$ cat src/rtl/serial_word_framer.sv
// Parallel-in, serial-out word framer: accepts a W-bit word on valid/ready and
// shifts it out LSB first with a frame-start strobe for the downstream complementer.
module serial_word_framer #(
   parameter int W   = 8,
   parameter int GAP = 0
) (
   input  logic         t_clk,
   input  logic         rn,
   input  logic [W-1:0] din,
   input  logic         din_valid,
   output logic         din_ready,
   output logic         sbit,
   output logic         sfirst,
   output logic         slast,
   output logic         sactive,
   output logic [7:0]   frame_cnt
);

   localparam int             IW       = (W > 1) ? $clog2(W) : 1;
   localparam logic [IW-1:0]  LAST_IDX = IW'(W - 1);
   localparam logic [3:0]     GAP_INIT = (GAP > 0) ? 4'(GAP - 1) : 4'd0;
   localparam bit             NO_GAP   = (GAP == 0);

   typedef enum logic [1:0] {
      IDLE,
      SHIFT,
      GAP_ST
   } state_t;

   state_t          state_reg, state_next;
   logic [W-1:0]    sreg_reg, sreg_next;
   logic [IW-1:0]   idx_reg, idx_next;
   logic [3:0]      gcnt_reg, gcnt_next;
   logic            sbit_reg, sfirst_reg, slast_reg, sactive_reg;
   logic [7:0]      frame_cnt_reg;
   logic            word_end;
   logic            xfer;

   assign word_end  = (state_reg == SHIFT) && (idx_reg == LAST_IDX);
   assign din_ready = rn && ((state_reg == IDLE) || (word_end && NO_GAP));
   assign xfer      = din_valid && din_ready;

   always_comb begin
      state_next = state_reg;
      sreg_next  = sreg_reg;
      idx_next   = idx_reg;
      gcnt_next  = gcnt_reg;
      case (state_reg)
         IDLE: begin
            if (xfer) begin
               sreg_next  = din;
               idx_next   = '0;
               state_next = SHIFT;
            end
         end
         SHIFT: begin
            sreg_next = sreg_reg >> 1;
            idx_next  = idx_reg + IW'(1);
            if (word_end) begin
               idx_next = '0;
               if (!NO_GAP) begin
                  gcnt_next  = GAP_INIT;
                  state_next = GAP_ST;
               end else if (xfer) begin
                  sreg_next  = din;
                  state_next = SHIFT;
               end else begin
                  state_next = IDLE;
               end
            end
         end
         GAP_ST: begin
            if (gcnt_reg == 4'd0) begin
               state_next = IDLE;
            end else begin
               gcnt_next = gcnt_reg - 4'd1;
            end
         end
         default: state_next = IDLE;
      endcase
   end

   // Serial outputs are registered from next-state values so they line up
   // with sreg/idx without any combinational path from din.
   always_ff @(posedge t_clk or negedge rn) begin
      if (!rn) begin
         state_reg     <= IDLE;
         sreg_reg      <= '0;
         idx_reg       <= '0;
         gcnt_reg      <= '0;
         sbit_reg      <= 1'b0;
         sfirst_reg    <= 1'b0;
         slast_reg     <= 1'b0;
         sactive_reg   <= 1'b0;
         frame_cnt_reg <= 8'd0;
      end else begin
         state_reg     <= state_next;
         sreg_reg      <= sreg_next;
         idx_reg       <= idx_next;
         gcnt_reg      <= gcnt_next;
         sbit_reg      <= (state_next == SHIFT) && sreg_next[0];
         sfirst_reg    <= (state_next == SHIFT) && (idx_next == '0);
         slast_reg     <= (state_next == SHIFT) && (idx_next == LAST_IDX);
         sactive_reg   <= (state_next == SHIFT);
         if (word_end) begin
            frame_cnt_reg <= frame_cnt_reg + 8'd1;
         end
      end
   end

   assign sbit      = sbit_reg;
   assign sfirst    = sfirst_reg;
   assign slast     = slast_reg;
   assign sactive   = sactive_reg;
   assign frame_cnt = frame_cnt_reg;

endmodule

$ cat config.mk
export PLATFORM = sky130hd
export DESIGN_NAME = serial_word_framer
export DESIGN_NICKNAME = d
export VERILOG_FILES = /design/src/rtl/serial_word_framer.sv
export SDC_FILE = /design/constraint.sdc
export NUM_CORES = 1
export LEC_CHECK = 0
export BUFFER_PORTS_ARGS = -buffer_cell sky130_fd_sc_hd__buf_4
export CAP_MARGIN = 20
export CORE_ASPECT_RATIO = 0.5
export CORE_MARGIN = 2
export CORE_UTILIZATION = 45
export CTS_CLUSTER_SIZE = 8
export DETAILED_ROUTE_END_ITERATION = 10
export HOLD_SLACK_MARGIN = 0.06
export PLACE_DENSITY = 0.67
export SYNTH_ARGS = -nofsm -noshare
export SYNTH_HDL_FRONTEND = slang
export SYNTH_SLANG_ARGS = --single-unit
export TNS_END_PERCENT = 1
$ cat constraint.sdc
create_clock -name t_clk -period 3.15 [get_ports t_clk]
set_input_delay 0.7875 -clock t_clk [delete_from_list [all_inputs] [get_ports t_clk]]
set_output_delay 0.7875 -clock t_clk [all_outputs]
set_load 0.01 [all_outputs]
Word level (Yosys, flattened, before mapping) --
Cells that the tools add are included.
Word-level totals: word-level logic and storage cells 45, bits in registers 29, bits of input ports 11
Cells by class: reductions and logical operators 13, bitwise operators 1, mux-type cells 12, equal/unequal tests 6, add/subtract/negate cells 3
Operators with widths (count):
- two-way mux 8 bit | 3
- one-hot mux 8 bit (2 select lines) | 1
- adder 8 x 1 -> 8 bit, second input constant | 1
- equality test 3 bit, second input constant | 2
- logical AND 1 bit | 6
- two-way mux 2 bit | 3
- two-way mux 3 bit | 2
- one-hot mux 2 bit (3 select lines) | 1
- one-hot mux 3 bit (2 select lines) | 1
- equality test 2 x 1 -> 1 bit, second input constant | 2
- zero test 4 bit | 1
- AND reduction 2 bit | 2
- subtractor 4 x 1 -> 4 bit, second input constant | 1
- adder 3 x 1 -> 3 bit, second input constant | 1
- zero test 3 bit | 1
- equality test 2 bit, second input constant | 1
- zero test 2 bit | 1
- != test 2 bit, second input constant | 1
- nonzero test 2 bit | 1
- logical OR 1 bit | 1
- two-way mux 1 bit | 1
- inverter 1 bit | 1

Depth between registers and ports, before layout --
Gate-level depths: netlist (run 1).
depth in word-level cells 10, gate-level depth with buffers 6

Worst setup path after synthesis (run 1) --
OpenSTA, ideal clock, no wires.
path kind register -> output, from register idx_reg[0], to output din_ready, cell stages (with the launch flop) 5, data required time 2.362 ns, buffers on the path 0, path slack 1.231 ns, data arrival time 1.132 ns, cells stage by stage dfrtp_1 -> ha_1 -> ha_1 -> nor2b_4 -> nor3b_1
On the way: longest elaborated chain between the ends 4
Ends and longest elaborated chain:
- start, declared | RTL line 32 | logic [IW-1:0] idx_reg, idx_next;
- start signal, assigned | RTL line 99 | idx_reg <= idx_next;
- equality test 3 bit | RTL line 39 | assign word_end = (state_reg == SHIFT) && (idx_reg == LAST_IDX);
- logical AND 1 bit | RTL line 39
- logical OR 1 bit | RTL line 40 | assign din_ready = rn && ((state_reg == IDLE) || (word_end && NO_GAP));
- logical AND 1 bit | RTL line 40
- end, declared | RTL line 11 | output logic din_ready,
No other way between the ends.

Worst setup path in the final report (run 1) --
Ends and elaborated chain as after synthesis.

==> results of run 1 <==
[critical path, stage by stage, from the launching register on]
cell     delay, ns
dfrtp_1       0.42
ha_1          0.21
ha_1          0.26
nor2b_4       0.19
nor3b_1       0.08
buf_4         0.16
[power groups by stage]
stage | Clock (mW) | Combinational, mW | Sequential [mW]
2_1_floorplan | 0 | 0.263 | 0.543
3_3_place_gp | 0 | 0.406 | 0.541
3_5_place_dp | 0 | 0.415 | 0.539
4_1_cts | 0.227 | 0.412 | 0.534
5_1_grt | 0.245 | 0.453 | 0.545
6_report | 0.223 | 0.408 | 0.532
[per-stage QoR]
stage / cells / setup slack (ns) / area [µm²] / util
after floorplan: 110 / 1.23 / 1280 / -
after global placement: 168 / 0.945 / 1490 / 0.563
after detailed placement: 168 / 0.911 / 1490 / 0.563
after CTS: 172 / 0.748 / 1550 / 0.584
after global routing: 172 / 0.628 / 1550 / 0.584
final: 172 / 0.774 / 1550 / 0.584
[synthesized netlist by cell type (all sizes together) (3+ instances only)]
library cell,instances,share of area
nand2,8,0.023
nor3,3,0.012
nor2,4,0.012
nor2b,3,0.020
xor2,4,0.027
dfrtp,28,0.55
mux2,3,0.026
a21oi,6,0.023
inv,3,0.0088
nand4,3,0.015
and3,7,0.034
buf,3,0.017
xnor2,5,0.034
a221o,6,0.047
ha,4,0.039
[path summary, 6_finish.rpt]
kind                            depth (start not counted)  slack [ns]                      from                  endpoint
worst max-delay path                                    5        0.77      idx_reg[0]$_DFF_PN0_                 din_ready
worst min-delay path                                    1        0.31                        rn   gcnt_reg[0]$_DFFE_PN0P_
worst max register to register                          6        1.40      idx_reg[0]$_DFF_PN0_   sreg_reg[2]$_DFFE_PN0P_
worst min register to register                          1        0.47  frame_cnt[7]$_DFFE_PN0N_  frame_cnt[7]$_DFFE_PN0N_
max in group asynchronous                               2        2.33                        rn  frame_cnt[5]$_DFFE_PN0N_
min in group t_clk                                      1        0.47  frame_cnt[7]$_DFFE_PN0N_  frame_cnt[7]$_DFFE_PN0N_
[layer usage]
metal / part of all wire / vias to the layer above / GRT usage
met4: 0.019 / 0 / 0.0621
met1: 0.51 / 425 / 0.218
met2: 0.42 / 23 / 0.207
met5: 0 / - / 0
li1: - / 443 / -
met3: 0.058 / 4 / 0.0543
[layout by cell type, fill, tap and decap left out]
cell / count
a21oi_1: 6
a221o_1: 6
a22o_1: 1
a2bb2oi_1: 1
and2_1: 1
and2b_1: 1
and3_1: 7
and3b_1: 1
and4b_1: 1
buf_4: 25
clkbuf_8: 4
dfrtp_1: 28
ha_1: 4
inv_1: 3
mux2_2: 3
mux2i_1: 1
nand2_1: 8
nand2b_1: 1
nand3_1: 2
nand3b_1: 1
nand4_1: 3
nand4b_1: 2
nor2_1: 4
nor2b_1: 2
nor2b_4: 1
nor3_1: 3
nor3b_1: 2
nor4bb_1: 1
o21ai_1: 1
or2_1: 1
or3b_1: 1
xnor2_1: 5
xor2_1: 4
[cells by family after synthesis]
| group | Yosys count | share of synthesized area |
|---|---|---|
| compound gates | 15 | 0.0876 |
| flops | 28 | 0.545 |
| buf+inv | 7 | 0.0282 |
| fa+ha+maj | 4 | 0.0389 |
| xor+xnor | 9 | 0.0613 |
| mux | 4 | 0.0341 |
| simple gates | 43 | 0.204 |
[final cells by class]
| class | instances | area (µm²) |
|---|---|---|
| repair buffers | 25 | 188 |
| multi-input cells | 75 | 548 |
| fillers | 237 | 1100 |
| inverters | 3 | 11.3 |
| flip-flops and latches | 28 | 701 |
| clock buffers | 4 | 55.1 |
| well taps | 37 | 46.3 |
==> impl_metrics.toml, run 1 <==
[outcome]
status = "complete, no violations"

[critical_path]
path_max_fanout = 6
crit_path_end_kind = "output port"
crit_type = "flop to output port"
critPathArrivalTime_ns = 1.59
critPathRequiredTime_ns = 2.36
crit_path_start_kind = "flop"

[routing]
wl_per_cell_um = 13.4
vias_per_cell = 5.20
vias = 895
ant_nets = 0
drc = 0
first_pass_iters = 4
wirelength_mm = 2.31
drtIter0Drc = 27

[cells_and_area]
nets = 151
num_antenna_cells = 0
drive_above_1_share = 0.244
area_growth_pct = 20.5
largest_reg_flops = 8

[clock_tree]
cts_buffers = 3
cts_root_buf = "clkbuf_8"
clock-sinks = 28
post-cts-setup-buffers = 0
clk_latency_ns = 0.27
cts.hold.buffers_added = 0
clkTransAtPathRegs_ns = 0.09
cts_buffer_depth = 2
cts_htree_levels = 1
cts_tree = "yes"
cts_resized = 0

[synth]
synth-edff-count = 0
async_reset_ff_frac = 1.00
postSynthNetCount = 125
synth-seq-cells = 28
synthFlopType = "dfrtp_1"
seq_area_frac_synth = 0.545
avgSynthCellArea_um2 = 11.7
ys_warn_count = 0
netlist_area_um2 = 1280
synth_cell_type_count = 34
syn_inst = 110

[pwr]
intPower_uw = 790
pwr-share-seq = 0.458
p_sw_uw = 374
netSwitchingFraction = 0.321
fin_total_pwr_mw = 1.16
p_clk_frac = 0.191
max-vdd-ir-drop_mv = 0.267
power_density_nw_per_um2 = 751
p_comb_frac = 0.351
p_leak_nw = 0.785

[die]
coreArea_um2 = 2650
fp.dieH_um = 41.8
ios = 24
die-area_um2 = 3320
rows = 13
initial_core_util = 0.485
die_w_um = 79.6

[placement]
gp_congestion = 0.727
io_buffers = 23
dp_hpwl_mm = 1.65

[grt]
overflow = 0
grt_pass1_wl_mm = 3.82
grt_max_degree = 27
antenna_found_initial = 0
track_usage = 0.152
grt_pass1_vias = 808

[timing]
slew_headroom = 0.721
hold_viol_final = 0
fin_crit_ns = 2.38
maxClockFrequency_ghz = 0.421
whs_ns = 0.315
worst_pin_slew_ns = 0.417
fin_crit_sh = 0.754
fin_tns_setup_ns = 0
finalMaxSlewViolations = 0
finalSetupViolations = 0
skew_ns = 0.00181
grt_setup_unrepaired = "false"

[hold_path]
hold_class = "primary input to async pin"

[run]
cap_violations = 0
Power figures use the tool's default switching activity.
==> inputs of run 2 (changes only) <==
--- a/config.mk
+++ b/config.mk
@@ -13,7 +13,7 @@
 export CTS_CLUSTER_SIZE = 8
 export DETAILED_ROUTE_END_ITERATION = 10
 export HOLD_SLACK_MARGIN = 0.06
-export PLACE_DENSITY = 0.67
+export PLACE_DENSITY = 0.69
 export SYNTH_ARGS = -nofsm -noshare
 export SYNTH_HDL_FRONTEND = slang
 export SYNTH_SLANG_ARGS = --single-unit
==> constraint.sdc (replaced) <==
create_clock -name t_clk -period 2.05 [get_ports t_clk]
set_input_delay 0.5125 -clock t_clk [delete_from_list [all_inputs] [get_ports t_clk]]
set_output_delay 0.5125 -clock t_clk [all_outputs]
set_load 0.01 [all_outputs]
==> impl_metrics.toml, run 2 (synthesis results as in run 1) <==
[critical_path]
r2r_setup_slack_ns = 0.29
timing.rr.start = "idx_reg[0]$_DFF_PN0_"
crit_path_start_kind = "flop"
crit_path_end = "din_ready"
critPathArrivalTime_ns = 1.44
crit_path_end_kind = "output port"
r2r-end = "sreg_reg[5]$_DFFE_PN0P_"
critPathRequiredTime_ns = 1.54
path_max_fanout = 5
critPathLaunch = "idx_reg[0]$_DFF_PN0_"
reg2regPathDepth = 7
crit_type = "flop to output port"

[routing]
wl_per_cell_um = 14.3
vias = 911
wirelength_mm = 2.47
first_pass_iters = 4
drc = 0
ant_nets = 0
drtIter0Drc = 70
vias_per_cell = 5.27

[grt]
grt_pass1_wl_mm = 4.29
antenna_found_initial = 0
grt_max_degree = 25
track_usage = 0.166
grt_pass1_vias = 873
overflow = 0

[pwr]
p_sw_uw = 604
power_density_nw_per_um2 = 1220
p_comb_frac = 0.351
fin_total_pwr_mw = 1.94
intPower_mw = 1.34
pwr-share-seq = 0.428
max-vdd-ir-drop_mv = 0.501
p_clk_frac = 0.221
p_leak_nw = 0.798
netSwitchingFraction = 0.311

[cells_and_area]
nFillCells = 213
num_antenna_cells = 0
layout_common_cells = "dfrtp_1, buf_4, nand2_1"
regArea_um2 = 701
area_growth_pct = 23.8
drive_above_1_share = 0.265
nets = 152
multi_input_area_um2 = 566
final_common_cell = "dfrtp_1"
largest_reg_flops = 8
fin_util = 0.600

[timing]
grt_setup_unrepaired = "false"
fin_crit_sh = 0.952
worst_pin_slew_ns = 0.377
slew_headroom = 0.748
hold_viol_final = 0
maxClockFrequency_ghz = 0.512
finalSetupViolations = 0
fin_tns_setup_ns = 0
finalMaxSlewViolations = 0
fin_crit_ns = 1.95
whs_ns = 0.111
skew_ns = 0.00167

[clock_tree]
cts_root_buf = "clkbuf_8"
cts_htree_levels = 1
cts_buffer_depth = 2
clock-sinks = 28
cts_buffers = 3
clk_latency_ns = 0.27
cts_tree = "yes"
clkTransAtPathRegs_ns = 0.09

[run]
cap_violations = 0

[die]
initial_core_util = 0.485
die_w_um = 79.6
fp.dieH_um = 41.8
rows = 13
ios = 24
coreArea_um2 = 2650
die-area_um2 = 3320

[placement]
gp_congestion = 0.766
dp_hpwl_mm = 1.77
io_buffers = 23

[hold_path]
hold_class = "primary input to async pin"

[outcome]
status = "complete, no violations"
-- run 2: repair_timing --
item | CTS | global route
resized for setup | 1 | 2
setup endpoints to repair | 1 | 1
endpoints found under the hold margin | 0 | 0
hold buffers | 0 | 0
buffers inserted | 0 | 1
-- run 2: layout make-up --
type	instances	area share
multi-input combinational	75	0.356
timing repair buffer	26	0.123
sequential	28	0.441
clock inverter	1	0.0189
tap	37	0.0291
clock buffer	3	0.0260
inverter	3	0.00708
-- run 2: per-layer routing --
layer  wire length [µm]  share of wire  global-route usage  vias to the layer above
met5                  0              0                   0                        -
met1               1250           0.51               0.248                      441
met4                 23         0.0093              0.0517                        0
met2               1090           0.44               0.237                       19
li1                   -              -                   -                      447
met3                103          0.042              0.0413                        4
-- run 2: worst min path at each step --
stage,from,endpoint,cells past startpoint
floorplan,rn,frame_cnt[0]$_DFFE_PN0N_,0
global placement,rn,sreg_reg[2]$_DFFE_PN0P_,1
detailed placement,rn,sreg_reg[1]$_DFFE_PN0P_,1
CTS,rn,sbit$_DFF_PN0_,1
global route,rn,sbit$_DFF_PN0_,1
finish,rn,sreg_reg[1]$_DFFE_PN0P_,1
-- run 2: power by group through the flow --
stage          Clock (mW)  Combinational [mW]  Sequential, mW
2_1_floorplan           0               0.404           0.835
4_1_cts             0.437               0.650           0.825
5_1_grt             0.469               0.762           0.853
3_3_place_gp            0               0.630           0.829
3_5_place_dp            0               0.640           0.835
6_report            0.428               0.682           0.832
-- run 2: through the flow --
step	std cells	instance area, µm²	setup WS [ns]
finish	173	1590	0.0988
global route	173	1590	0.0202
CTS	172	1570	0.0239
detailed placement	168	1490	0.271
global placement	168	1490	0.315
floorplan	110	1280	0.406
-- run 2: worst max-delay path, cell delays in order (launching register included) --
cell	delay (ns)
dfrtp_1	0.42
ha_1	0.24
ha_4	0.19
nor2b_4	0.11
nor3b_2	0.05
buf_4	0.15
==> inputs of run 3 (changes only) <==
--- a/config.mk
+++ b/config.mk
@@ -14,6 +14,7 @@
 export DETAILED_ROUTE_END_ITERATION = 10
 export HOLD_SLACK_MARGIN = 0.06
 export PLACE_DENSITY = 0.69
+export REMOVE_ABC_BUFFERS = 1
 export SYNTH_ARGS = -nofsm -noshare
 export SYNTH_HDL_FRONTEND = slang
 export SYNTH_SLANG_ARGS = --single-unit
==> impl_metrics.toml, run 3 (synthesis results as in run 1) <==
[critical_path]
critPathRequiredTime_ns = 1.54
r2r-end = "sreg_reg[5]$_DFFE_PN0P_"
timing.rr.start = "idx_reg[0]$_DFF_PN0_"
crit_type = "flop to output port"
path_max_fanout = 5
critPathArrivalTime_ns = 1.44
reg2regPathDepth = 7
r2r_setup_slack_ns = 0.33
crit_path_start_kind = "flop"
critPathLaunch = "idx_reg[0]$_DFF_PN0_"
crit_path_end_kind = "output port"

[die]
ios = 24
rows = 13
die-area_um2 = 3320
fp.dieH_um = 41.8
die_w_um = 79.6
coreArea_um2 = 2650
initial_core_util = 0.485

[timing]
skew_ns = 0.000802
finalSetupViolations = 0
fin_crit_sh = 0.952
maxClockFrequency_ghz = 0.512
slew_headroom = 0.720
fin_crit_ns = 1.95
grt_setup_unrepaired = "false"
fin_tns_setup_ns = 0
finalMaxSlewViolations = 0
worst_pin_slew_ns = 0.419
fin_ws_ns = 0.0979
hold_viol_final = 0

[pwr]
max-vdd-ir-drop_mv = 0.481
power_density_nw_per_um2 = 1220
p_leak_nw = 0.799
fin_total_pwr_mw = 1.93

[routing]
wirelength_mm = 2.40
wl_per_cell_um = 13.8
ant_nets = 0
vias = 924
first_pass_iters = 4
drtIter0Drc = 18
vias_per_cell = 5.31
drc = 0

[run]
cap_violations = 0

[grt]
antenna_found_initial = 0
overflow = 0
grt_pass1_vias = 814
grt_pass1_wl_mm = 3.86
grt_max_degree = 23
track_usage = 0.152

[clock_tree]
clk_latency_ns = 0.27
cts_htree_levels = 1
clkTransAtPathRegs_ns = 0.09
clock-sinks = 28
cts_buffers = 3
cts_root_buf = "clkbuf_8"
cts.hold.buffers_added = 0
cts_tree = "yes"
cts_buffer_depth = 2

[cells_and_area]
drive_above_1_share = 0.263
num_antenna_cells = 0
final_common_cell = "dfrtp_1"
largest_reg_flops = 8
layout_common_cells = "dfrtp_1, buf_4, nand2_1"
nets = 153
layoutNonFillerInstCount = 174
area_growth_pct = 23.2

[placement]
dpl_worst_slack_ns = 0.263
dp_hpwl_mm = 1.68
io_buffers = 23
placedCellCount = 168
gp_congestion = 0.747

[hold_path]
hold_class = "primary input to async pin"

[outcome]
status = "complete, no violations"
run 3: worst max-delay path by stage:
stage | slack (ns) | to | depth (start not counted)
6_report | 0.1 | din_ready | 5
5_1_grt | 0.02 | din_ready | 5
4_1_cts | 0.007 | din_ready | 5
3_5_place_dp | 0.26 | din_ready | 5
3_3_place_gp | 0.31 | din_ready | 5
2_1_floorplan | 0.13 | sreg_reg[7]$_DFFE_PN0P_ | 5
run 3: repair_timing:
action	4_1_cts	5_1_grt
hold endpoints to repair	0	0
endpoints found under the setup margin	1	1
buffers inserted	0	2
pin swaps	0	0
gates resized for setup	1	0
gates cloned	0	0
run 3: metrics by stage:
step	utilization	hold slack, ns	area, µm²
4_1_cts	0.591	0.0943	1570
3_3_place_gp	0.563	0.398	1490
6_report	0.597	0.0935	1580
2_1_floorplan	-	0.217	1260
3_5_place_dp	0.563	0.400	1490
5_1_grt	0.597	0.0905	1580
run 3: worst max-delay path, cell delays in order, from the launching register on:
cell and delay, ns:
dfrtp_1 0.38, ha_1 0.17, ha_2 0.24, nor2b_4 0.05
nor3b_1 0.18, buf_4 0.15
run 3: where the power goes:
| part | total, mW | switching [mW] | internal (mW) |
|---|---|---|---|
| sequential | 0.822 | 0.118 | 0.704 |
| combinational | 0.676 | 0.307 | 0.368 |
| clock | 0.432 | 0.170 | 0.261 |
run 3: cell type report:
| cell class | count | area, µm² |
|---|---|---|
| Tap cell | 37 | 46.3 |
| Inverter | 3 | 11.3 |
| Multi-Input combinational cell | 75 | 551 |
| Sequential cell | 28 | 701 |
| Timing Repair Buffer | 27 | 203 |
| Clock buffer | 3 | 41.3 |
| Fill cell | 223 | 1070 |
| Clock inverter | 1 | 30.0 |
run 3: metal layers:
metal | routed length [µm] | track usage
met1 | 1190 | 0.221
met5 | 0 | 0
met2 | 1080 | 0.215
met3 | 115 | 0.0587
met4 | 13 | 0.0310
